### src/rtl/tcc_pkg.sv
// Shared definitions for the TCC byte cipher: FSM state encoding, byte width,
// the forward transform and the per-borrow inverse candidate.
package tcc_pkg;

    localparam int TCC_BYTE_W = 8;

    typedef enum logic [1:0] {
        IDLE  = 2'd0,
        CAND0 = 2'd1,
        CAND1 = 2'd2,
        DONE  = 2'd3
    } tcc_state_e;

    function automatic logic [TCC_BYTE_W-1:0] tcc_forward(
        input logic [TCC_BYTE_W-1:0] p,
        input logic [TCC_BYTE_W-1:0] k
    );
        logic [TCC_BYTE_W-1:0] i1;
        logic [TCC_BYTE_W-1:0] i2;
        logic [TCC_BYTE_W-1:0] i3;
        i1 = p ^ k;
        i2 = i1 + k;
        i3 = i2 ^ (i1 >> 4);
        return i3 ^ k;
    endfunction

    // The carry out of the low-nibble add is unknown when inverting, so the
    // caller tries both borrow values and keeps whichever re-encodes.
    function automatic logic [TCC_BYTE_W-1:0] tcc_candidate(
        input logic [TCC_BYTE_W-1:0] c,
        input logic [TCC_BYTE_W-1:0] k,
        input logic                  b
    );
        logic [TCC_BYTE_W-1:0] t;
        logic [TCC_BYTE_W-1:0] s;
        logic [3:0]            h;
        t = c ^ k;
        h = t[7:4] - k[7:4] - {3'b000, b};
        s = {t[7:4], t[3:0] ^ h};
        return (s - k) ^ k;
    endfunction

endpackage

### src/rtl/tcc_fwd_core.sv
// Combinational forward TCC transform, used to verify a decode candidate.
module tcc_fwd_core
    import tcc_pkg::*;
(
    input  logic [7:0] p,
    input  logic [7:0] k,
    output logic [7:0] c
);

    assign c = tcc_forward(p, k);

endmodule

### src/rtl/tcc_decode.sv
// Multi-cycle TCC byte decoder: tries both borrow candidates on one shared
// forward core. Optional error counter enabled by TCC_DEC_ERR_CNT_EN.
module tcc_decode
    import tcc_pkg::*;
#(
    parameter int CNT_W = 8
) (
    input  logic             clk,
    input  logic             rst,
    input  logic             in_valid,
    output logic             in_ready,
    input  logic [7:0]       ciphertext,
    input  logic [7:0]       key,
    output logic             out_valid,
    input  logic             out_ready,
    output logic [7:0]       plaintext,
    output logic             ambiguous,
    output logic             error,
    output logic [CNT_W-1:0] err_count
);

    localparam logic [1:0] S_IDLE  = IDLE;
    localparam logic [1:0] S_CAND0 = CAND0;
    localparam logic [1:0] S_CAND1 = CAND1;
    localparam logic [1:0] S_DONE  = DONE;

    logic [1:0] state;
    logic [7:0] c_q;
    logic [7:0] k_q;
    logic [7:0] p0_q;
    logic [7:0] p1_q;
    logic       hit0_q;
    logic       hit1_q;
    logic [7:0] cand_p;
    logic [7:0] fwd_c;
    logic       hit;
    logic       in_done;

    // The borrow under test follows the state, so one core serves both passes.
    assign cand_p = tcc_candidate(c_q, k_q, state == S_CAND1);
    assign hit    = (fwd_c == c_q);

    tcc_fwd_core u_fwd (
        .p (cand_p),
        .k (k_q),
        .c (fwd_c)
    );

    always_ff @(posedge clk) begin
        if (rst) begin
            state  <= S_IDLE;
            c_q    <= '0;
            k_q    <= '0;
            p0_q   <= '0;
            p1_q   <= '0;
            hit0_q <= 1'b0;
            hit1_q <= 1'b0;
        end else begin
            case (state)
                S_IDLE: begin
                    if (in_valid) begin
                        c_q   <= ciphertext;
                        k_q   <= key;
                        state <= S_CAND0;
                    end
                end
                S_CAND0: begin
                    p0_q   <= cand_p;
                    hit0_q <= hit;
                    state  <= S_CAND1;
                end
                S_CAND1: begin
                    p1_q   <= cand_p;
                    hit1_q <= hit;
                    state  <= S_DONE;
                end
                S_DONE: begin
                    if (out_ready) begin
                        state <= S_IDLE;
                    end
                end
                default: state <= S_IDLE;
            endcase
        end
    end

    assign in_done   = (state == S_DONE);
    assign in_ready  = (state == S_IDLE) & ~rst;
    assign out_valid = in_done;

    // Results are held in registers, so gating with DONE keeps them stable
    // under back-pressure and zero everywhere else.
    assign plaintext = !in_done ? 8'h00 : hit0_q ? p0_q : hit1_q ? p1_q : 8'h00;
    assign ambiguous = in_done & hit0_q & hit1_q;
    assign error     = in_done & ~hit0_q & ~hit1_q;

`ifdef TCC_DEC_ERR_CNT_EN
    logic [CNT_W-1:0] err_cnt_q;

    always_ff @(posedge clk) begin
        if (rst) begin
            err_cnt_q <= '0;
        end else if (in_done && out_ready && error && !(&err_cnt_q)) begin
            err_cnt_q <= err_cnt_q + CNT_W'(1);
        end
    end

    assign err_count = err_cnt_q;
`else
    assign err_count = '0;
`endif

endmodule

### config.mk
export PLATFORM = sky130hd
export DESIGN_NAME = tcc_decode
export DESIGN_NICKNAME = d
export VERILOG_FILES = /design/src/rtl/tcc_pkg.sv /design/src/rtl/tcc_fwd_core.sv /design/src/rtl/tcc_decode.sv
export SDC_FILE = /design/constraint.sdc
export NUM_CORES = 1
export LEC_CHECK = 0
export BUFFER_PORTS_ARGS = -buffer_cell sky130_fd_sc_hd__buf_2
export CAP_MARGIN = 20
export CORE_MARGIN = 1.5
export CORE_UTILIZATION = 57
export CTS_CLUSTER_DIAMETER = 40
export DETAILED_ROUTE_END_ITERATION = 8
export PLACE_DENSITY = 0.88
export SLEW_MARGIN = 25
export SYNTH_ARGS = -nofsm -noshare
export SYNTH_HDL_FRONTEND = slang
export SYNTH_SLANG_ARGS = --single-unit
### constraint.sdc
create_clock -name clk -period 4.9 [get_ports clk]
set_input_delay 0.98 -clock clk [delete_from_list [all_inputs] [get_ports clk]]
set_output_delay 0.98 -clock clk [all_outputs]
set_load 0.01 [all_outputs]
==> reports/results.md <==
### Die
• 4850 µm² — die footprint
• 58.6% — starting density of the core
• 4320 µm² — placeable core region
• 69.7 µm — Die W
• 24 — number of cell rows
• 40 — Boundary Pins
• 69.7 µm — Die Span Y

### Drt
• 220 µm — routed wl met3
• 80 — number of DRC violations after detailed-routing iteration 0
• 13.8 µm — drt wl/cell
• 4 — Pre-Repair DR Iteration Count
• met4 — highest metal layer with signal wires
• 2083 — routed vias
• 2.68 mm — Met2 Routed Length
• 0 — Detail Route Antenna Nets
• 5.53 — Vias/cell
• 2.21 mm — routed length on met1
• 5.20 mm — WL final
• 0 — DRC Markers

### Timing
• 0.683 ns — transition time at the pin with the least slew margin
• 0 — final count of pins violating max slew
• 54.5% — Max transition margin
• 0 — number of hold-slack violations in the final timing report
• 0 ns — final setup TNS
• 0.357 ns — worst-case setup margin in the final layout
• 0.00785 ns — post-route clock skew
• 0 — Setup Viol. Count Final
• no — setup repair after global routing missed its margin
• 4.54 ns — crit path time final
• 92.7% — final cycle utilization of the critical path
• 220 MHz — maximum clock frequency

### Placement
• 0.863 — last weighted congestion value of the routability-driven placer
• 4.00 mm — detailed placer's ending HPWL
• 2630 µm² — Post-DP Area
• 31 — Buffers on Ports
• 0.360 ns — pre-CTS setup slack

### Job
• 0 — max cap viols

### Yosys
• dfxtp_1 — most used flip-flop cell after synthesis
• 44 — count of different cell masters after synthesis
• 0 — Syn. warnings
• 28.4% — sequential element share of the synthesized area
• 0% — fraction of synthesis flops using an asynchronous set or reset pin
• dfxtp_1, xnor2_1, ha_1, mux2i_1, nand2_1 — synth top area cells
• 0 — EDFF count, synth
• 28.4% — Yosys top cell area share
• 2530 µm² — cell area after synthesis
• 36 — post-synthesis register bit count
• dfxtp_1 — largest area contributor in the synthesized netlist
• 8.39 µm² — mean cell area of the mapped netlist
• 302 — number of instances in the synthesized netlist

### Final layout
• 62.9% — final core utilization
• 721 µm² — Sequential cell area
• nand2_1 — most common cell after layout, fill and taps aside
• 1640 µm² — multi-input gate area in the final layout
• 7.36% — Synth-to-Final Area Change
• 0 — diodes inserted
• 384 — Filler Cell Count
• 363 — nets@finish
• 2720 µm² — Post-Layout Inst Area
• 14.5% — fraction of layout cells with a size suffix above 1
• nand2_1, dfxtp_1, buf_2, nor2_1, xnor2_1 — most frequent cells in the layout

### GRT
• 0 — antenna violations before repair
• 0 — total congestion overflow
• 39 — largest net degree at the start of global routing
• 1996 — number of global-route vias before repair
• 8.78 mm — wire length of the first global-routing pass
• 22.5% — overall fraction of global-route tracks in use

### Worst hold path
• k_q[7] — destination of the worst hold path
• k_q[7] — Worst Min Path Start
• register to register — hold crit path type
• 2 — number of cells on the worst hold path

### Worst setup path
• 0.36 ns — setup slack of the most critical reg-to-reg path
• register — kind of end point of the critical path
• register — startpoint type of the worst setup path
• hit0_q — destination of the worst register-to-register timing path
• register to register — path type of the worst setup path
• 9 — biggest fanout along the worst timing path
• 4.78 ns — data arrival at the endpoint of the critical path
• 18 — cell depth of the worst flop-to-flop path
• 5.14 ns — Worst Path Required
• k_q[4] — Reg2Reg Launch Point

### CTS
• 2 — number of H-tree branching levels
• 5 — cts bufs inserted
• 0.07 ns — clock-pin slew reported for the worst setup and hold paths after clock tree synthesis
• yes — CTS tree
• 2 — buffers from clock root to sink, at most
• clkbuf_8 — clock root buffer
• 36 — number of sinks driven by the clock tree
• 0.29 ns — clock latency reported for the late side of the worst-skew pair

### Status
• completed — outcome

metrics by stage:
step	hold WS, ns	instances
floorplan	0.448	309
global placement	0.458	369
detailed placement	0.459	369
CTS	0.468	377
global route	0.513	377
finish	0.470	377
how the worst max path moves through the flow:
stage	startpoint	to	slack [ns]	cells past startpoint
final	k_q[4]	hit0_q	0.36	18
after global placement	state[0]	hit1_q	0.53	19
after detailed placement	k_q[4]	hit0_q	0.36	18
after global routing	k_q[4]	hit0_q	0.03	18
after CTS	k_q[4]	hit0_q	0.35	18
after floorplan	state[0]	hit0_q	0.76	21
cells in the mapped netlist (2+ instances only):
library cell	instances
a22oi_1	8
inv_1	12
or2_1	2
mux2i_1	18
xnor2_1	26
a21o_1	2
ha_1	18
a211oi_1	5
buf_4	10
nand2_1	41
nor2_1	29
xor2_1	10
dfxtp_1	36
clkbuf_1	8
o22ai_1	2
a21oi_1	20
nor3_1	5
nand2b_1	4
o21ai_0	10
buf_2	2
nor4b_2	2
nor2b_1	5
nor3b_1	3
buf_6	4
metal layers:
metal	vias to the layer above	GRT usage, %
li1	1040	-
met2	57	38.7
met3	9	5.09
met1	977	26.8
met4	0	10.0
met5	-	0
critical path: stages (launching register included):
cell	delay (ns)
dfxtp_1	0.58
inv_1	0.10
ha_1	0.33
xor2_2	0.25
xnor2_1	0.13
xnor2_1	0.14
ha_1	0.27
fa_1	0.42
nor2b_1	0.16
o21ai_0	0.13
xnor2_1	0.15
ha_1	0.42
xnor2_2	0.21
xnor2_1	0.16
xor2_1	0.17
nor4b_2	0.26
nand4_1	0.15
nor4b_2	0.33
a21o_1	0.16
timing repair:
action,4_1_cts,5_1_grt
endpoints found under the setup margin,0,1
resized for setup,0,1
setup buffers,0,0
hold buffers,0,0
state kept, by name (all words and copies together), names as in the netlist:
signal	count
state	2
k_q	8
hit0_q	1
hit1_q	1
p0_q	8
c_q	8
p1_q	8
cell families after synthesis:
kind of cell	share of synthesized area, %
AO/OA/AOI/OAI	13.3
XOR/XNOR	14.7
adder cells (fa/ha/maj)	9.68
buffers and inverters	8.25
flip-flops	28.4
multiplexers	7.11
other	0.148
AND/OR/NAND/NOR	18.4
area by class of cell:
class	instances	area share (%)
well taps	52	2.39
clock inverters	1	0.322
clock buffers	7	2.81
flip-flops and latches	36	26.5
multi-input cells	236	60.2
inverters	13	1.79
repair buffers	32	5.98
Power is not shown: default switching activity piles up to over one toggle a cycle in this logic, so the estimate is an artifact.
